--- src/rtl/table_controller_pkg.sv ---
// Shared definitions for the blackjack table controller: state encoding,
// result codes and the card-mapping helpers used by the card source.
package table_controller_pkg;

  typedef enum logic [3:0] {
    S_IDLE   = 4'd0,
    S_BEGIN  = 4'd1,
    S_SERVE  = 4'd2,
    S_DRAW_P = 4'd3,
    S_ISSUE  = 4'd4,
    S_DRAW_D = 4'd5,
    S_ADD_D  = 4'd6,
    S_ADJ_D  = 4'd7,
    S_JUDGE  = 4'd8,
    S_DONE   = 4'd9
  } state_e;

  localparam logic [1:0]  RES_NONE  = 2'b00;
  localparam logic [1:0]  RES_WIN   = 2'b01;
  localparam logic [1:0]  RES_LOSE  = 2'b10;
  localparam logic [1:0]  RES_PUSH  = 2'b11;
  localparam logic [3:0]  ACE_VAL   = 4'd11;
  localparam logic [15:0] LFSR_MASK = 16'hB400;

  function automatic logic [15:0] lfsr_step(input logic [15:0] s);
    if (s[0]) begin
      return {1'b0, s[15:1]} ^ LFSR_MASK;
    end else begin
      return {1'b0, s[15:1]};
    end
  endfunction

  // Values 13..15 are rejected by the caller; the zero return is never used.
  function automatic logic [3:0] map_lfsr(input logic [3:0] r);
    case (r)
      4'd0:                                           return ACE_VAL;
      4'd1, 4'd2, 4'd3, 4'd4, 4'd5, 4'd6, 4'd7, 4'd8: return r + 4'd1;
      4'd9, 4'd10, 4'd11, 4'd12:                      return 4'd10;
      default:                                        return 4'd0;
    endcase
  endfunction

  function automatic logic [3:0] map_ext(input logic [3:0] v);
    case (v)
      4'd0, 4'd1:                  return 4'd2;
      4'd12, 4'd13, 4'd14, 4'd15:  return 4'd10;
      default:                     return v;
    endcase
  endfunction

endpackage

--- src/rtl/table_controller_card_source.sv ---
// Card generator: free-running Galois LFSR with rejection sampling, or an
// externally supplied card value when ext_en is set.
module card_source
  import table_controller_pkg::*;
#(
  parameter logic [15:0] SEED = 16'hACE1
) (
  input  logic       clk,
  input  logic       rst,
  input  logic       ext_en,
  input  logic [3:0] ext_cval,
  output logic [3:0] card,
  output logic       card_ok
);

  logic [15:0] lfsr_q;
  logic [15:0] lfsr_d;

  // LFSR next value, advancing every cycle
  always_comb begin
    lfsr_d = lfsr_step(lfsr_q);
  end

  // LFSR register
  always_ff @(posedge clk) begin
    if (rst) begin
      lfsr_q <= SEED;
    end else begin
      lfsr_q <= lfsr_d;
    end
  end

  // Card selection and validity
  always_comb begin
    card    = 4'd0;
    card_ok = 1'b0;
    if (ext_en) begin
      card    = map_ext(ext_cval);
      card_ok = 1'b1;
    end else begin
      card    = map_lfsr(lfsr_q[3:0]);
      card_ok = (lfsr_q[3:0] < 4'd13);
    end
  end

endmodule

--- src/rtl/table_controller.sv ---
// Blackjack table controller: deals cards to an external player over a
// request/ready handshake, then plays the dealer hand and judges the round.
module table_controller
  import table_controller_pkg::*;
#(
  parameter logic [15:0] SEED         = 16'hACE1,
  parameter int unsigned DEALER_STAND = 17
) (
  input  logic       clk,
  input  logic       rst,
  input  logic       start,
  input  logic       ext_en,
  input  logic [3:0] ext_cval,
  input  logic       p_request,
  input  logic       p_end,
  input  logic [4:0] p_hand,
  input  logic       p_defeat,
  output logic       p_begin,
  output logic [3:0] cval,
  output logic       ready,
  output logic [4:0] dealer_hand,
  output logic [1:0] result,
  output logic       done,
  output logic [3:0] dbg_state
);

  localparam logic [4:0] STAND_HAND = 5'(DEALER_STAND);

  state_e     state_q, state_d;
  logic [4:0] dealer_hand_q, dealer_hand_d;
  logic [2:0] soft_q, soft_d;
  logic [1:0] result_q, result_d;
  logic [3:0] cval_q, cval_d;
  logic       p_begin_q, p_begin_d;
  logic       ready_q, ready_d;
  logic       done_q, done_d;
  logic [3:0] card_s;
  logic       card_ok_s;
  logic       bust_s;

  card_source #(.SEED(SEED)) u_card_source (
    .clk      (clk),
    .rst      (rst),
    .ext_en   (ext_en),
    .ext_cval (ext_cval),
    .card     (card_s),
    .card_ok  (card_ok_s)
  );

  assign bust_s = (dealer_hand_q > 5'd21);

  // State and datapath registers
  always_ff @(posedge clk) begin
    if (rst) begin
      state_q       <= S_IDLE;
      dealer_hand_q <= 5'd0;
      soft_q        <= 3'd0;
      result_q      <= RES_NONE;
      cval_q        <= 4'd0;
      p_begin_q     <= 1'b0;
      ready_q       <= 1'b0;
      done_q        <= 1'b0;
    end else begin
      state_q       <= state_d;
      dealer_hand_q <= dealer_hand_d;
      soft_q        <= soft_d;
      result_q      <= result_d;
      cval_q        <= cval_d;
      p_begin_q     <= p_begin_d;
      ready_q       <= ready_d;
      done_q        <= done_d;
    end
  end

  // Next-state logic
  always_comb begin
    state_d = state_q;
    case (state_q)
      S_IDLE:   if (start) state_d = S_BEGIN; else state_d = S_IDLE;
      S_BEGIN:  state_d = S_SERVE;
      S_SERVE: begin
        if (p_end) begin
          if (p_defeat) state_d = S_DONE; else state_d = S_DRAW_D;
        end else if (p_request) begin
          state_d = S_DRAW_P;
        end else begin
          state_d = S_SERVE;
        end
      end
      S_DRAW_P: if (card_ok_s) state_d = S_ISSUE; else state_d = S_DRAW_P;
      S_ISSUE:  if (!p_request) state_d = S_SERVE; else state_d = S_ISSUE;
      S_DRAW_D: if (card_ok_s) state_d = S_ADD_D; else state_d = S_DRAW_D;
      S_ADD_D:  state_d = S_ADJ_D;
      S_ADJ_D: begin
        if (bust_s && (soft_q != 3'd0)) begin
          state_d = S_ADJ_D;
        end else if (bust_s) begin
          state_d = S_DONE;
        end else if (dealer_hand_q >= STAND_HAND) begin
          state_d = S_JUDGE;
        end else begin
          state_d = S_DRAW_D;
        end
      end
      S_JUDGE:  state_d = S_DONE;
      S_DONE:   if (start) state_d = S_BEGIN; else state_d = S_DONE;
      default:  state_d = S_IDLE;
    endcase
  end

  // Datapath updates and registered output flags
  always_comb begin
    dealer_hand_d = dealer_hand_q;
    soft_d        = soft_q;
    result_d      = result_q;
    cval_d        = cval_q;
    case (state_q)
      S_IDLE, S_DONE: begin
        if (start) begin
          dealer_hand_d = 5'd0;
          soft_d        = 3'd0;
          result_d      = RES_NONE;
        end else begin
          result_d = result_q;
        end
      end
      S_SERVE: begin
        if (p_end && p_defeat) result_d = RES_LOSE; else result_d = result_q;
      end
      S_DRAW_P, S_DRAW_D: begin
        if (card_ok_s) cval_d = card_s; else cval_d = cval_q;
      end
      S_ADD_D: begin
        dealer_hand_d = dealer_hand_q + {1'b0, cval_q};
        if (cval_q == ACE_VAL) soft_d = soft_q + 3'd1; else soft_d = soft_q;
      end
      // A soft ace is demoted from 11 to 1 before a bust is declared
      S_ADJ_D: begin
        if (bust_s && (soft_q != 3'd0)) begin
          dealer_hand_d = dealer_hand_q - 5'd10;
          soft_d        = soft_q - 3'd1;
        end else if (bust_s) begin
          result_d = RES_WIN;
        end else begin
          result_d = result_q;
        end
      end
      S_JUDGE: begin
        if (p_hand > dealer_hand_q) begin
          result_d = RES_WIN;
        end else if (p_hand < dealer_hand_q) begin
          result_d = RES_LOSE;
        end else begin
          result_d = RES_PUSH;
        end
      end
      default: result_d = result_q;
    endcase
    p_begin_d = (state_d == S_BEGIN);
    ready_d   = (state_d == S_ISSUE);
    done_d    = (state_d == S_DONE);
  end

  assign p_begin     = p_begin_q;
  assign cval        = cval_q;
  assign ready       = ready_q;
  assign dealer_hand = dealer_hand_q;
  assign result      = result_q;
  assign done        = done_q;
  assign dbg_state   = state_q;

endmodule

--- config.mk ---
export PLATFORM = sky130hd
export DESIGN_NAME = table_controller
export DESIGN_NICKNAME = d
export VERILOG_FILES = /design/src/rtl/table_controller_pkg.sv /design/src/rtl/table_controller_card_source.sv /design/src/rtl/table_controller.sv
export SDC_FILE = /design/constraint.sdc
export NUM_CORES = 1
export LEC_CHECK = 0
export BUFFER_PORTS_ARGS = -buffer_cell sky130_fd_sc_hd__buf_4
export CAP_MARGIN = 10
export CORE_ASPECT_RATIO = 1.4
export CORE_MARGIN = 3
export CORE_UTILIZATION = 60
export DETAILED_ROUTE_END_ITERATION = 12
export PLACE_DENSITY = 0.85
export SLEW_MARGIN = 20
export SYNTH_ARGS = -nofsm -noshare
export SYNTH_HDL_FRONTEND = slang
export SYNTH_SLANG_ARGS = --single-unit
--- constraint.sdc ---
create_clock -name clk -period 5.1 [get_ports clk]
set_input_delay 0.51 -clock clk [delete_from_list [all_inputs] [get_ports clk]]
set_output_delay 0.51 -clock clk [all_outputs]
set_load 0.005 [all_outputs]
* After elaboration in Yosys (flattened, before gate mapping)
Cells that the tools add are included.
** Cells by class
- Add/sub/neg operators :: 5
- Magnitude comparators :: 5
- Eq/ne operators :: 36
- Mux-type cells :: 31
- Bitwise gates (word level) :: 1
- Reduce and logical (&&, ||, !) cells :: 18
** Operators with widths (number)
- $eq A4 B4 Y1 const B :: 13
- $pmux W4 S10 :: 1
- $eq A4 B3 Y1 const B :: 9
- $mux W4 :: 7
- $eq A4 B1 Y1 const B :: 4
- $eq A4 B2 Y1 const B :: 4
- $mux W16 :: 1
- $mux W3 :: 5
- $pmux W5 S3 :: 1
- $logic_not A4 Y1 :: 3
- $mux W2 :: 6
- $ne A2 B2 Y1 const B :: 6
- $pmux W4 S3 :: 1
- $mux W5 :: 2
- $pmux W3 S3 :: 1
- $pmux W2 S4 :: 1
- $pmux W4 S2 :: 1
- $reduce_or A4 Y1 :: 2
- $reduce_or A8 Y1 :: 1
- $reduce_bool A3 Y1 :: 2
- $reduce_or A2 Y1 :: 3
- $add A5 B4 Y5 :: 1
- $ge A5 B5 Y1 const B :: 1
- $gt A5 B5 Y1 :: 1
- other kinds (15) :: 19
** Storage, ports and cells
- Bits in registers :: 37

* Logic depth before layout (Yosys ltp)
- Depth after elaboration :: 6
- Depth in mapped cells :: 8
- Gate-level depth less buffers :: 8

* Hierarchy
Synthesis repeated with hierarchy kept, for this count alone.
** Unflattened totals
- Cell total of the unflattened synthesis :: 256
- Area, all modules :: 2279.7 µm²
** By module, submodules not included
- table_controller :: times used 1, cells each 183, area each 1562.7 µm², seq. area each 420.4 µm²
- card_source :: times used 1, cells each 73, area each 716.9 µm², seq. area each 320.3 µm²

* Worst setup path after synthesis
No wires, ideal clock.
- Kind :: register -> register
- Start :: register u_card_source.lfsr_q[0]
- End :: register ready_q (netlist: ready)
- Data arrival time :: 2.171 ns
- Data required time :: 5.013 ns
- Setup slack :: 2.842 ns
- Cell stages (with the launch flop) :: 9
- Cell sequence :: dfxtp_1 -> clkbuf_1 -> inv_1 -> ha_1 -> and4bb_1 -> mux2i_1 -> a221oi_1 -> or3b_1 -> nor4b_2
** On the way
- Word-level cells in the longest chain between the ends :: 5
- Elaborated cells between the ends (all ways) :: 6
- Classes of those cells :: order compare (1); eq/ne (1); mux (4)
** RTL lines
- start, declared :: RTL line table_controller_card_source.sv:16 : logic [15:0] lfsr_q;
- start signal, assigned :: RTL line table_controller_card_source.sv:29 : lfsr_q <= lfsr_d;
- $lt A4 B4 Y1 * :: RTL line table_controller_card_source.sv:42 : card_ok = (lfsr_q[3:0] < 4'd13);
- $mux W1 * :: RTL line table_controller_card_source.sv:37 : if (ext_en) begin
- $mux W2 or $mux W3 (tied branches) :: RTL line table_controller.sv:92, table_controller.sv:90
- $pmux W4 S10 * :: RTL line table_controller.sv:78 : case (state_q)
- $eq A4 B3 Y1 * :: RTL line table_controller.sv:160 : ready_d = (state_d == S_ISSUE);
- end signal, assigned :: RTL line table_controller.sv:70 : ready_q <= ready_d;
- end, declared :: RTL line table_controller.sv:35 : logic ready_q, ready_d;
Mark *: on every way between the ends. The rest lies on a longest branch, timed or not.
A chain may end at the register's enable or synchronous reset.

* Final worst setup path
- Start :: register state_q[0] (netlist: dbg_state[0])
- End :: register soft_q[2]
** On the way
- Word-level cells in the longest chain between the ends :: 4
- Elaborated cells between the ends (all ways) :: 11
- Classes of those cells :: eq/ne (6); mux (1); reduce/logical (4)
** RTL lines
- start, declared :: RTL line table_controller.sv:29 : state_e state_q, state_d;
- start signal, assigned :: RTL line table_controller.sv:64 : state_q <= state_d;
- $eq A4 B4 Y1 or $logic_not A4 Y1 (tied branches) :: RTL line table_controller.sv:117 : case (state_q)
- $reduce_or A2 Y1 :: RTL line table_controller.sv:117
- $ne A2 B2 Y1 (no source line) or $reduce_bool A3 Y1 (tied branches)
- $reduce_and A4 Y1 (no source line)
- end signal, assigned :: RTL line table_controller.sv:66 : soft_q <= soft_d;
- end, declared :: RTL line table_controller.sv:31 : logic [2:0] soft_q, soft_d;
Several ways; a longest one is shown, not always the timed one.

==> impl_metrics.py <==
metrics = {
    "final_layout": {
        "finalNetCount": 331,
        "drive_gt1_frac": 0.189,
        "nFillCells": 308,
        "diodes": 0,
        "final_cell_area_um2": 2630,
        "syn_to_final_growth_pct": 13.7,
        "seqCellArea_um2": 741,
        "multi_input_area_um2": 1420,
    },
    "synthesis": {
        "synth_cells": 270,
        "ys_seq_area_frac": 0.320,
        "syn_nets": 305,
        "synth.area.mux_share": 0.0130,
        "synth_cell_types": 63,
        "synth_xor_area_frac": 0.0303,
        "synthFlopType": "dfxtp_1",
        "async_reset_ff_frac": 0,
        "yosys.area_share.simple": 0.224,
        "synth_edf_count": 0,
        "synth_area_um2": 2310,
        "synth_fa_ha_area_frac": 0.114,
        "synth_top_family_by_area": "compound AO/OA/AOI/OAI gates",
        "syn_avg_cell_area_um2": 8.57,
        "ys_warn_count": 0,
        "synth-compound-area-share": 0.232,
        "synth_seq_cells": 37,
    },
    "clock_tree": {
        "cts_sinks": 37,
        "clock_path_buffers": 2,
        "cts_made_buffers": 5,
        "htreeDepth": 2,
        "cts_root_buffer": "clkbuf_8",
        "worstSkewPairLatency_ns": 0.29,
        "tritoncts": "yes",
        "path_clk_slew_ns": 0.07,
        "cts_resized": 0,
        "holdBufCountCts": 0,
        "postCtsSetupBuffers": 0,
    },
    "floorplanning": {
        "core_um2": 3680,
        "die_h_um": 79.5,
        "initial_utilization": 0.630,
        "ioPinCount": 34,
        "fp.dieW_um": 58.5,
        "row_count": 26,
        "die_area_um2": 4650,
    },
    "power_and_ir_drop": {
        "p_per_area_nw_per_um2": 291,
        "pwr-share-clk": 0.256,
        "p_int_mw": 0.514,
        "leakage_nw": 1.10,
        "p_sw_mw": 0.251,
        "seq_power_share": 0.464,
        "comb_power_share": 0.280,
        "switching_share": 0.328,
        "vdd_drop_max_mv": 0.254,
    },
    "setup_path": {
        "cp_cell_sequence": "nand4b_2 -> inv_2 -> fa_1 -> xor2_1 -> or4b_1 -> a21oi_1",
        "path_class": "flop to flop",
        "crit_slowest_cell": "dfxtp_1",
        "slowest_delay_ns": 0.80,
        "worst_ep_required_time_ns": 5.32,
        "endpoint_kind": "flop",
        "cp_data_arrival_time_ns": 2.73,
        "cp_num_buf_inv": 1,
        "r2r_setup_slack_ns": 2.59,
        "crit_family": "simple AND/OR/NAND/NOR gates",
        "worst-path-max-fanout": 21,
        "worstSetupStartpointType": "flop",
    },
    "route": {
        "ant_nets": 0,
        "wl_mm": 5.14,
        "drtIter0Drc": 113,
        "via_per_inst": 6.01,
        "routedWlPerCell_um": 15.2,
        "route.detailed.drc": 0,
        "dr.pass1.iters": 5,
        "num_vias": 2037,
    },
    "placement": {
        "place_area_um2": 2550,
        "dp_hpwl_mm": 3.83,
        "port-buffer-count": 33,
        "gp_congestion": 0.873,
    },
    "sta": {
        "tightest_slew_ns": 0.740,
        "skew_ns": 0.00439,
        "rsz0062_at_grt": "false",
        "setup_viol_count_final": 0,
        "finalCriticalPeriod_ns": 2.51,
        "max_freq_mhz": 398,
        "finalHoldViolations": 0,
        "final_max_slew_viol_count": 0,
        "setup-tns-final_ns": 0,
        "hold_slack_ns": 0.414,
        "fin_crit_sh": 0.492,
        "slew_headroom": 0.506,
    },
    "global_routing": {
        "antenna_found_initial": 0,
        "first_global_vias": 1950,
        "grt_max_degree": 26,
        "grt_pass1_wl_mm": 8.71,
        "overflow": 0,
        "grt_use_total": 0.242,
    },
    "outcome": {
        "outcome": "complete, no violations",
    },
    "worst_hold_path": {
        "holdCritPathClass": "flop to flop",
    },
    "run": {
        "max_cap_violations": 0,
    },
}
## power by group through the flow
stage	Clock (mW)	Sequential, mW	Combinational, mW
after floorplan	0	0.337	0.169
after global placement	0	0.358	0.207
after detailed placement	0	0.360	0.214
after CTS	0.203	0.353	0.215
after global routing	0.215	0.360	0.239
final	0.196	0.355	0.215
## metrics by stage
stage	instances	worst slack, ns	util	total power [mW]
CTS	339	2.65	0.716	0.771
floorplan	270	2.84	-	0.506
global route	339	2.35	0.716	0.815
finish	339	2.59	0.716	0.765
detailed placement	331	2.66	0.693	0.574
global placement	331	2.72	0.693	0.565
## cells in the mapped netlist (5+ instances only)
cell type	count	share of area
a31oi_1	5	0.014
dfxtp_1	37	0.32
inv_1	20	0.032
buf_2	6	0.013
o21ai_0	13	0.028
or2_2	5	0.014
nand2_1	19	0.031
nor3_1	6	0.013
a21o_1	5	0.016
a21oi_1	17	0.037
nor2_1	23	0.037
nor2b_1	7	0.019
a211oi_1	6	0.019
ha_1	17	0.092
clkbuf_1	6	0.0097
xnor2_1	5	0.019
## layout by cell type (no fill, tap or decap), types with 6 or more instances in the layout
| cell | count |
|---|---|
| inv_1 | 20 |
| nor3_1 | 6 |
| nand2_1 | 19 |
| nor2_1 | 23 |
| buf_4 | 33 |
| o21ai_0 | 13 |
| nor2b_1 | 7 |
| dfxtp_1 | 37 |
| a21oi_1 | 17 |
| a211oi_1 | 6 |
| ha_1 | 17 |
## sequential cells by signal (all words and copies together), names as in the netlist
| register | cells |
|---|---|
| soft_q | 3 |
| dbg_state | 4 |
| cval | 4 |
| result | 2 |
| u_card_source.lfsr_q | 16 |
| done | 1 |
| dealer_hand | 5 |
| p_begin | 1 |
| ready | 1 |
## final timing paths
kind / startpoint / end / depth (start not counted)
min reg2reg: u_card_source.lfsr_q[7] / u_card_source.lfsr_q[6] / 1
max reg2reg: dbg_state[0] / soft_q[2] / 6
min: u_card_source.lfsr_q[7] / u_card_source.lfsr_q[6] / 1
max: dbg_state[0] / soft_q[2] / 6
## kinds of logic after synthesis
family / count (synthesis)
compound gates: 77
xor+xnor: 8
fa+ha+maj: 20
buf+inv: 37
flops: 37
mux: 3
simple gates: 88
## routing by layer
layer / up-vias / global-route usage / share of wire
met5: - / 0 / 0
li1: 1015 / - / -
met1: 950 / 0.284 / 0.42
met3: 14 / 0.0453 / 0.038
met4: 0 / 0.130 / 0.031
met2: 58 / 0.407 / 0.52
## final cells by class
| type | count | share of cell area |
|---|---|---|
| clock inverters | 1 | 0.00285 |
| multi-input cells | 196 | 0.539 |
| clock buffers | 7 | 0.0290 |
| well taps | 42 | 0.0200 |
| repair buffers | 33 | 0.0942 |
| flip-flops and latches | 37 | 0.282 |
| inverters | 23 | 0.0338 |
## worst reg2reg max path, stage by stage, from the launching register on
cell	delay (ns)
dfxtp_1	0.80
nand4b_2	0.39
inv_2	0.27
fa_1	0.22
xor2_1	0.18
or4b_1	0.45
a21oi_1	0.14
(Power assumes the default switching activity.)
